$ cat config.mk
export PLATFORM = sky130hd
export DESIGN_NAME = ext_irq_ctrl
export DESIGN_NICKNAME = d
export VERILOG_FILES = /design/src/rtl/ext_irq_ctrl_pkg.sv /design/src/rtl/ext_irq_ctrl_irq_gateway.sv /design/src/rtl/ext_irq_ctrl.sv
export SDC_FILE = /design/constraint.sdc
export NUM_CORES = 1
export LEC_CHECK = 0
export CAP_MARGIN = 20
export CORE_UTILIZATION = 29
export CTS_CLUSTER_DIAMETER = 40
export DETAILED_ROUTE_END_ITERATION = 8
export PLACE_DENSITY_LB_ADDON = 0.1
export SLEW_MARGIN = 10
export SYNTH_ARGS = -nofsm -noshare
export SYNTH_HDL_FRONTEND = slang
export SYNTH_HIERARCHICAL = 1
export SYNTH_SLANG_ARGS = --single-unit
$ cat constraint.sdc
create_clock -name clk -period 2.6 [get_ports clk]
set_input_delay 0.39 -clock clk [delete_from_list [all_inputs] [get_ports clk]]
set_output_delay 0.39 -clock clk [all_outputs]
set_load 0.01 [all_outputs]
$ cat src/rtl/ext_irq_ctrl_pkg.sv
`default_nettype none
// ============================================================================
// Module   : ext_irq_ctrl_pkg
// Purpose  : Shared definitions for the external interrupt controller:
//            register offsets, controller state encodings, the id width and
//            a fixed-priority helper (lowest index wins).
// Revision : 1.0 - initial release
// ============================================================================
package ext_irq_ctrl_pkg;

    // Register byte offsets; bits [3:2] select the register.
    localparam logic [3:0] c_IRQ_PEND  = 4'h0;
    localparam logic [3:0] c_IRQ_EN    = 4'h4;
    localparam logic [3:0] c_IRQ_EDGE  = 4'h8;
    localparam logic [3:0] c_IRQ_CLAIM = 4'hC;

    // Controller state encodings.
    localparam logic [1:0] c_ST_IDLE    = 2'b00;
    localparam logic [1:0] c_ST_ASSERT  = 2'b01;
    localparam logic [1:0] c_ST_CLAIMED = 2'b10;

    // Width of an interrupt id (id = source index + 1, 0 = none).
    localparam int c_ID_W = 5;

    // Returns index+1 of the lowest set bit, or 0 when no bit is set.
    // Scanning downwards lets the lowest index overwrite higher ones.
    function automatic logic [c_ID_W-1:0] f_prio_id(input logic [30:0] vec);
        logic [c_ID_W-1:0] id;
        id = '0;
        for (int i = 30; i >= 0; i--) begin
            if (vec[i]) begin
                id = c_ID_W'(i + 1);
            end
        end
        return id;
    endfunction

endpackage
`default_nettype wire

$ cat src/rtl/ext_irq_ctrl_irq_gateway.sv
`default_nettype none
// ============================================================================
// Module   : irq_gateway
// Purpose  : One interrupt source: SYNC_STAGES-deep synchroniser, rising
//            edge detect and the pending flop.
//            Level mode : pending follows the synchronised level.
//            Edge mode  : pending sets on a synchronised 0->1 and clears on
//                         clr; a set in the same cycle as clr wins.
// Ports    : clk, rst        - clock, synchronous active-high reset
//            irq_in          - asynchronous request line
//            edge_mode       - 1 = rising-edge mode, 0 = level mode
//            clr             - clear request (claim or W1C), edge mode only
//            pending         - registered pending state
// Revision : 1.0 - initial release
// ============================================================================
module irq_gateway #(
    parameter int SYNC_STAGES = 2
) (
    input  logic clk,
    input  logic rst,
    input  logic irq_in,
    input  logic edge_mode,
    input  logic clr,
    output logic pending
);

    logic [SYNC_STAGES-1:0] r_sync;
    logic                   r_sync_prev;
    logic                   r_pending;

    logic w_sync;
    logic w_rise;
    logic w_pending_nxt;

    assign w_sync = r_sync[SYNC_STAGES-1];
    assign w_rise = w_sync & ~r_sync_prev;

    always_comb begin
        w_pending_nxt = w_sync;
        if (edge_mode) begin
            w_pending_nxt = w_rise | (r_pending & ~clr);
        end
    end

    always_ff @(posedge clk) begin
        if (rst) begin
            r_sync      <= '0;
            r_sync_prev <= 1'b0;
            r_pending   <= 1'b0;
        end else begin
            r_sync      <= {r_sync[SYNC_STAGES-2:0], irq_in};
            r_sync_prev <= w_sync;
            r_pending   <= w_pending_nxt;
        end
    end

    assign pending = r_pending;

endmodule
`default_nettype wire

$ cat src/rtl/ext_irq_ctrl.sv
`default_nettype none
// ============================================================================
// Module   : ext_irq_ctrl
// Purpose  : External interrupt aggregator in front of the core. Gateways
//            each source, masks with ENABLE, picks the lowest eligible index
//            and runs a claim/complete handshake over a small register port.
//            Also raises a wake request while the core sits in WFI.
// Ports    : clk, rst        - clock, synchronous active-high reset
//            irq_src         - NUM_SRC asynchronous request lines
//            core_wfi        - core is waiting for interrupt
//            ext_irq         - request to the core (high only in ASSERT)
//            irq_wake        - registered core_wfi & |(pending & ENABLE)
//            reg_wr/reg_rd   - single-cycle write/read strobes
//            reg_addr        - byte address, [3:2] selects the register
//            reg_wdata       - write data
//            reg_rdata       - registered read data
//            reg_rvld        - read data valid, one cycle after reg_rd
//            cpl_err         - sticky: complete written with a wrong id
// Registers: 0x0 PENDING (edge bits W1C), 0x4 ENABLE, 0x8 EDGE_SEL,
//            0xC CLAIM (read claims, write completes)
// Revision : 1.0 - initial release
// ============================================================================
module ext_irq_ctrl
    import ext_irq_ctrl_pkg::*;
#(
    parameter int NUM_SRC     = 8,
    parameter int SYNC_STAGES = 2
) (
    input  logic               clk,
    input  logic               rst,
    input  logic [NUM_SRC-1:0] irq_src,
    input  logic               core_wfi,
    output logic               ext_irq,
    output logic               irq_wake,
    input  logic               reg_wr,
    input  logic               reg_rd,
    input  logic [3:0]         reg_addr,
    input  logic [31:0]        reg_wdata,
    output logic [31:0]        reg_rdata,
    output logic               reg_rvld,
    output logic               cpl_err
);

    // ------------------------------------------------------------------
    // State
    // ------------------------------------------------------------------
    logic [1:0]         r_state;
    logic [c_ID_W-1:0]  r_in_service_id;
    logic [NUM_SRC-1:0] r_enable;
    logic [NUM_SRC-1:0] r_edge_sel;
    logic [31:0]        r_reg_rdata;
    logic               r_reg_rvld;
    logic               r_cpl_err;
    logic               r_irq_wake;

    // ------------------------------------------------------------------
    // Register decode; a write that collides with a read is dropped.
    // ------------------------------------------------------------------
    logic [1:0] w_sel;
    logic       w_wr;
    logic       w_claim_rd;
    logic       w_cpl_wr;
    logic       w_w1c_wr;

    assign w_sel      = reg_addr[3:2];
    assign w_wr       = reg_wr & ~reg_rd;
    assign w_claim_rd = reg_rd & (w_sel == c_IRQ_CLAIM[3:2]);
    assign w_cpl_wr   = w_wr & (w_sel == c_IRQ_CLAIM[3:2]);
    assign w_w1c_wr   = w_wr & (w_sel == c_IRQ_PEND[3:2]);

    // ------------------------------------------------------------------
    // Gateways and per-source masks
    // ------------------------------------------------------------------
    logic [NUM_SRC-1:0] w_pending;
    logic [NUM_SRC-1:0] w_in_service;
    logic [NUM_SRC-1:0] w_claim_clr;
    logic [NUM_SRC-1:0] w_gw_clr;
    logic [NUM_SRC-1:0] w_eligible;
    logic [c_ID_W-1:0]  w_win_id;
    logic               w_do_claim;

    assign w_eligible = w_pending & r_enable & ~w_in_service;
    assign w_win_id   = f_prio_id(31'(w_eligible));
    assign w_do_claim = w_claim_rd & (r_state == c_ST_ASSERT) & (|w_eligible);

    for (genvar i = 0; i < NUM_SRC; i++) begin : g_src
        // The in-service mask only exists while a claim is outstanding.
        assign w_in_service[i] = (r_state == c_ST_CLAIMED) &&
                                 (r_in_service_id == c_ID_W'(i + 1));
        assign w_claim_clr[i]  = w_do_claim && (w_win_id == c_ID_W'(i + 1));
        assign w_gw_clr[i]     = w_claim_clr[i] | (w_w1c_wr & reg_wdata[i]);

        irq_gateway #(
            .SYNC_STAGES (SYNC_STAGES)
        ) u_gateway (
            .clk       (clk),
            .rst       (rst),
            .irq_in    (irq_src[i]),
            .edge_mode (r_edge_sel[i]),
            .clr       (w_gw_clr[i]),
            .pending   (w_pending[i])
        );
    end

    // ------------------------------------------------------------------
    // Claim/complete FSM
    // ------------------------------------------------------------------
    logic [1:0]        w_state_nxt;
    logic [c_ID_W-1:0] w_in_service_nxt;
    logic              w_cpl_err_nxt;
    logic [c_ID_W-1:0] w_claim_rdata;

    always_comb begin
        w_state_nxt      = r_state;
        w_in_service_nxt = r_in_service_id;
        w_cpl_err_nxt    = r_cpl_err;
        w_claim_rdata    = '0;
        case (r_state)
            c_ST_IDLE: begin
                if (|w_eligible) begin
                    w_state_nxt = c_ST_ASSERT;
                end
            end
            c_ST_ASSERT: begin
                if (w_do_claim) begin
                    w_state_nxt      = c_ST_CLAIMED;
                    w_in_service_nxt = w_win_id;
                    w_claim_rdata    = w_win_id;
                end else if (!(|w_eligible)) begin
                    w_state_nxt = c_ST_IDLE;
                end
            end
            c_ST_CLAIMED: begin
                if (w_cpl_wr) begin
                    if (reg_wdata[c_ID_W-1:0] == r_in_service_id) begin
                        w_state_nxt      = c_ST_IDLE;
                        w_in_service_nxt = '0;
                    end else begin
                        w_cpl_err_nxt = 1'b1;
                    end
                end
            end
            default: begin
                w_state_nxt      = c_ST_IDLE;
                w_in_service_nxt = '0;
            end
        endcase
    end

    // ------------------------------------------------------------------
    // Read mux
    // ------------------------------------------------------------------
    logic [31:0] w_rdata;

    always_comb begin
        w_rdata = '0;
        case (w_sel)
            c_IRQ_PEND[3:2]:  w_rdata = 32'(w_pending);
            c_IRQ_EN[3:2]:    w_rdata = 32'(r_enable);
            c_IRQ_EDGE[3:2]:  w_rdata = 32'(r_edge_sel);
            default:          w_rdata = 32'(w_claim_rdata);
        endcase
    end

    // ------------------------------------------------------------------
    // Sequential
    // ------------------------------------------------------------------
    always_ff @(posedge clk) begin
        if (rst) begin
            r_state         <= c_ST_IDLE;
            r_in_service_id <= '0;
            r_enable        <= '0;
            r_edge_sel      <= '0;
            r_reg_rdata     <= '0;
            r_reg_rvld      <= 1'b0;
            r_cpl_err       <= 1'b0;
            r_irq_wake      <= 1'b0;
        end else begin
            r_state         <= w_state_nxt;
            r_in_service_id <= w_in_service_nxt;
            r_cpl_err       <= w_cpl_err_nxt;
            r_reg_rvld      <= reg_rd;
            r_irq_wake      <= core_wfi & (|(w_pending & r_enable));
            if (reg_rd) begin
                r_reg_rdata <= w_rdata;
            end
            if (w_wr && (w_sel == c_IRQ_EN[3:2])) begin
                r_enable <= reg_wdata[NUM_SRC-1:0];
            end
            if (w_wr && (w_sel == c_IRQ_EDGE[3:2])) begin
                r_edge_sel <= reg_wdata[NUM_SRC-1:0];
            end
        end
    end

    assign ext_irq   = (r_state == c_ST_ASSERT);
    assign irq_wake  = r_irq_wake;
    assign reg_rdata = r_reg_rdata;
    assign reg_rvld  = r_reg_rvld;
    assign cpl_err   = r_cpl_err;

    // Byte-lane bits and write data above the implemented fields are don't-care.
    logic w_unused;
    assign w_unused = ^{reg_addr[1:0], reg_wdata};

endmodule
`default_nettype wire

# Word level (Yosys, flattened, before mapping)
# Cells that the tools add are included.
# totals
reg_bits	90
in_bits	49
output_inout_bits	36
wordCells	182
# classes
eq_ne	27
mux	29
n_bitwise	69
n_reduce_logical	25
# ops
cell	count
$mux W5	12
$eq A5 B3 Y1 const B	8
$and A1 B1 Y1	31
$pmux W8 S3	1
$eq A5 B2 Y1 const B	4
$not A1 Y1	19
$logic_and A1 B1 Y1	18
$and A8 B8 Y8	2
$or A1 B1 Y1	16
$reduce_or A8 Y1	2
$pmux W5 S3	1
$eq A5 B1 Y1 const B	2
$eq A5 B4 Y1 const B	2
$mux W2	5
$mux W1	8
$not A8 Y8	1
$reduce_and A4 Y1	2
$eq A2 B2 Y1 const B	3
$pmux W2 S3	1
$eq A5 B5 Y1	1
$eq A2 B1 Y1 const B	2
$logic_not A2 Y1	2
$mux W4	1
$ne A2 B1 Y1 const B	2
other kinds (3)	4

# Longest topological paths before layout
# depth
ltp_word	19
mapped_depth	9
depth_no_buf	8

# Hierarchy
# The synthesis kept the hierarchy.
# by_module_without_submodules
module	n_inst	cells_each	area_each_um2
ext_irq_ctrl	1	270	2167.1
irq_gateway	8	10	128.9

# Worst setup path after synthesis
# Ideal clock, no wire load.
# synth_path
kind	register -> register
from	register r_state[0]
to	register g_src[3].u_gateway.r_pending
setup_time_ns	0.114
arrival_ns	1.955
required_ns	2.486
path_slack_ns	0.531
path_stages_with_launch	7
n_path_buf	0
period_less_slack_ns	2.069
path_cell_list	dfxtp_1 > nor2b_1 > nand4_1 > or4b_1 > o31ai_1 > and4bb_1 > a21o_1
# synth_via
word_cells_on_any_way	30
classes_between	3 x eq/ne; 9 x mux; 8 x bitwise; 10 x reduce/logical
# synth_lines
item	line_no	text
from (decl)	ext_irq_ctrl.sv:47	logic [1:0] r_state;
from (signal assigned)	ext_irq_ctrl.sv:170	r_state <= c_ST_IDLE;
from (signal assigned)	ext_irq_ctrl.sv:179	r_state <= w_state_nxt;
$eq A2 B1 Y1	--	
named net ext_irq	ext_irq_ctrl.sv:33	output logic ext_irq,
$and A1 B1 Y1 (2 in a row)	ext_irq_ctrl.sv:84	assign w_do_claim = w_claim_rd & (r_state == c_ST_ASSERT) & (|w_eligible);
$logic_and A1 B1 Y1	ext_irq_ctrl.sv:90	assign w_claim_clr[i] = w_do_claim && (w_win_id == c_ID_W'(i + 1));
$or A1 B1 Y1	ext_irq_ctrl.sv:91	assign w_gw_clr[i] = w_claim_clr[i] | (w_w1c_wr & reg_wdata[i]);
named net w_gw_clr[3]	ext_irq_ctrl.sv:77	logic [NUM_SRC-1:0] w_gw_clr;
$not A1 Y1	ext_irq_ctrl_irq_gateway.sv:41	w_pending_nxt = w_rise | (r_pending & ~clr);
$and A1 B1 Y1	ext_irq_ctrl_irq_gateway.sv:41	
$or A1 B1 Y1	ext_irq_ctrl_irq_gateway.sv:41	
$mux W1	ext_irq_ctrl_irq_gateway.sv:40	if (edge_mode) begin
to (signal assigned)	ext_irq_ctrl_irq_gateway.sv:53	r_pending <= w_pending_nxt;
to (decl)	ext_irq_ctrl_irq_gateway.sv:29	logic r_pending;
# The timed path passes the listed nets, and every way through them passes these cells.
# A chain may end at the register's enable or synchronous reset.

# Worst setup path in the final report
# layout_path
from	register r_in_service_id[3]
to	register g_src[6].u_gateway.r_pending
# layout_via
elab_chain_cells	19
word_cells_on_any_way	35
classes_between	9 x eq/ne; 9 x mux; 7 x bitwise; 10 x reduce/logical
# layout_rtl
item	line_no	text
from (decl)	ext_irq_ctrl.sv:48	logic [c_ID_W-1:0] r_in_service_id;
from (signal assigned)	ext_irq_ctrl.sv:180	r_in_service_id <= w_in_service_nxt;
$eq A5 B4 Y1	ext_irq_ctrl.sv:89	(r_in_service_id == c_ID_W'(i + 1));
$logic_and A1 B1 Y1	ext_irq_ctrl.sv:88	assign w_in_service[i] = (r_state == c_ST_CLAIMED) &&
$not A8 Y8 *	ext_irq_ctrl.sv:82	assign w_eligible = w_pending & r_enable & ~w_in_service;
$and A8 B8 Y8 *	ext_irq_ctrl.sv:82	
$mux W4	ext_irq_ctrl_pkg.sv:31	if (vec[i]) begin
$mux W5 (7 in a row)	ext_irq_ctrl_pkg.sv:31	
$eq A5 B3 Y1	ext_irq_ctrl.sv:90	
$logic_and A1 B1 Y1 *	ext_irq_ctrl.sv:90	
$or A1 B1 Y1 *	ext_irq_ctrl.sv:91	
named net w_gw_clr[6]	ext_irq_ctrl.sv:77	
$not A1 Y1 *	ext_irq_ctrl_irq_gateway.sv:41	
$and A1 B1 Y1 *	ext_irq_ctrl_irq_gateway.sv:41	
$or A1 B1 Y1 *	ext_irq_ctrl_irq_gateway.sv:41	
$mux W1 *	ext_irq_ctrl_irq_gateway.sv:40	
to (signal assigned)	ext_irq_ctrl_irq_gateway.sv:53	
to (decl)	ext_irq_ctrl_irq_gateway.sv:29	
# The timed path passes the listed nets; every way through them passes the cells marked *.

==> results.md <==
* Worst Path Required at around 2.8 ns
* DP HPWL at 6.12 mm
* Grt total ovfl at 0
* Clk_lat worst skew at 0.34 ns
* First-pass GRT wire length at 13.4 mm
* Slowest CP cell: nor4b_4
* # diodes at 0
* Clock sinks at 65
* Die H at 107 µm
* Worst R2R Start: r_in_service_id[3]
* Core area at 10500 µm²
* P per Cell Area at 510 nW/µm²
* Share of layout cells above drive strength 1 at between 15 and 20%
* Cell Area, Synth at about 3200 µm²
* Gr usage total at 15.7%
* Worst r2r dst: g_src[6].u_gateway/pending
* Vias per cell at 4.82
* Yosys warns at 6
* Commonest non-fill, non-tap cell in the layout: dfxtp_1
* TritonCTS clock tree: built
* Startpoint Class: flop
* ANT nets after route at 0
* Row count at 37
* Max Cap Viol at 0
* Fin crit share at 94.0%
* Max-slew violations at 0
* Final hold violations at 0
* Critical path peak fanout at 7
* Routed wire length per instance at 15.4 µm
* Worst-case reg-to-reg path depth at 8
* Slew headroom at 55.0%
* Initial core utilization at 30.4%
* Most frequent cells in the layout: dfxtp_1 (65), nand2_1 (53), clkdlybuf4s50_1 (33), nor2_1 (25), conb_1 (24)
* Die ar. at between 10000 and 15000 µm²
* Vias at 2613
* Hold path depth at 2
* Num CTS Buffers at 9
* CTS root buffer: clkbuf_8
* Final Power at 0.00197 W
* Max incr delay on CP at 0.53 ns
* Post-synth EDFFs at 0
* R2R Setup Slk at 0.16 ns
* Critical-path cell list: nor4b_4 > a31oi_1 > a311o_1 > a31oi_4 > nand2_1 > o21ai_1 > and4bb_1 > a21o_1
* Port bufs at 34
* Iter 0 DRT Violations at 86
* Largest net degree at the start of global routing at 26
* Outcome: complete, no violations
* Clock tree buffer depth at 2
* Clk slew on worst S/H paths at 0.07 ns
* Initial antenna violation count at 0
* Drt pass-1 iters at 4
* I/O pins at 85
* Die extent in x at around 110 µm
* Arr. time, crit path at 2.68 ns
* # Post-CTS Setup Buffers at 0
* Synth Register Bits at 65
* Post-Syn Area per Cell at around 9.1 µm²
* Worst vdd ir at between 0.2 and 0.3 mV
* RSZ-0062 raised after global routing: false
* Minimum clock period at 2.44 ns
* Max Clk Rate at ~410 MHz
* # setup viols final at 0
* Setup Skew at around 0.0072 ns
* Post-Syn Instances at 350
* HP Class: input port to flop
* Placer Congestion at 0.921
* Synth cell types at 63
* Crit. End Element: flop
* Hold Path Origin: rst
* Area Overhead vs Synth at 20.9%
* Sequential area share after synthesis at 40.7%
* Critical setup path kind: flop to flop
* Worst Setup SP: r_in_service_id[3]
* Total Negative Setup Slacks at 0 ns
* Post-cts sizing count at 0
* Vias in the first global route at 2540
* Hold worst-path end: r_state[1]
* CTS Hold Bufs at 0
* Async set-reset flop share out of synthesis at 0%
* H-tree Lvls at 3
* Leak pwr at approximately 1.6 nW
* Total Wirelength at 8.35 mm
* Top FF cell, synth: dfxtp_1
* Nets@finish at 450
* Least-Margin Pin Slew at 0.674 ns
* Post-route DRC at 0
final cells by class:
cell class                      count  area [µm²]
Fill cell                        1113        6640
Multi-Input combinational cell    266        1730
Sequential cell                    65        1300
Timing Repair Buffer               54         485
Tap cell                          136         170
Clock buffer                       10         128
Clock inverter                      6        35.0
Inverter                            5        18.8
through the flow:
step,cell area (µm²),instances,hold slack [ns],worst slack (ns),util [%]
floorplan,3280,373,0.428,0.531,-
global placement,3700,526,0.429,0.125,35.3
detailed placement,3700,526,0.435,0.116,35.3
CTS,3870,542,0.431,0.168,36.8
global route,3870,542,0.435,0.00325,36.8
finish,3870,542,0.424,0.155,36.8
synthesized netlist by cell type (3+ instances only):
master,count,share of area (%)
dfxtp_1,65,41
nand2_1,53,6.2
nor2_1,25,2.9
buf_4,24,5.6
a21oi_1,20,3.1
and2b_2,16,4.4
mux2i_1,16,5.0
a21o_1,10,2.3
and2b_1,8,1.9
and4bb_1,8,3.1
clkbuf_1,8,0.94
o21ai_1,6,0.94
buf_2,5,0.78
inv_1,5,0.59
nand3_1,5,0.78
nor2b_1,5,0.98
a211oi_1,4,0.94
a31oi_1,4,0.78
nor3_1,4,0.63
nand4_1,3,0.59
o211ai_1,3,0.70
o21ai_0,3,0.47
o2bb2ai_1,3,0.82
xnor2_1,3,0.82
registers in the layout, indices dropped and copies added, names as in the netlist:
name                         count
reg_rdata                        8
r_enable                         8
g_src.u_gateway/pending          8
g_src.u_gateway/r_sync_prev      8
irq_wake                         1
cpl_err                          1
r_in_service_id                  4
r_state                          2
r_edge_sel                       8
reg_rvld                         1
g_src.u_gateway/r_sync          16
layer usage:
layer  up-vias  GRT usage (%)  share of wire [%]
li1       1280              -                  -
met1      1231           20.9                 46
met2        87           23.6                 43
met3        15           4.92                8.0
met4         0           5.68                2.6
met5         -              0                  0
how the worst max path moves through the flow:
| stage | slack (ns) | end | depth (start not counted) |
|---|---|---|---|
| finish | 0.16 | g_src[6].u_gateway/pending | 8 |
| global route | 0.003 | g_src[6].u_gateway/pending | 8 |
| CTS | 0.17 | g_src[6].u_gateway/pending | 8 |
| detailed placement | 0.12 | g_src[4].u_gateway/pending | 7 |
| global placement | 0.13 | r_in_service_id[1] | 7 |
| floorplan | 0.53 | g_src[3].u_gateway/pending | 6 |
worst max-delay path, delay by kind of cell (launching register included):
kind,cells,cell delay [ns]
AOI/OAI and AO/OA,5,1.05
and+or+nand+nor,3,0.91
DFF,1,0.39
power breakdown:
group	switching, W	internal (W)	total, W
clock network	0.000396	0.000339	0.000735
logic	0.0000998	0.0000956	0.000195
registers	0.0000162	0.00103	0.00104
total	0.000512	0.00146	0.00197
kinds of logic (layout without fill, tap and decap cells):
kind of cell	count (synthesis)	count (layout)	share of synthesized area, %
simple gates	149	149	27.7
flops	65	65	40.7
compound gates	73	73	17.4
buf+inv	42	75	7.94
xor+xnor	4	4	1.10
other cells	1	24	0.117
mux	16	16	5.01
Note: power is estimated with default switching activity, not from simulation.
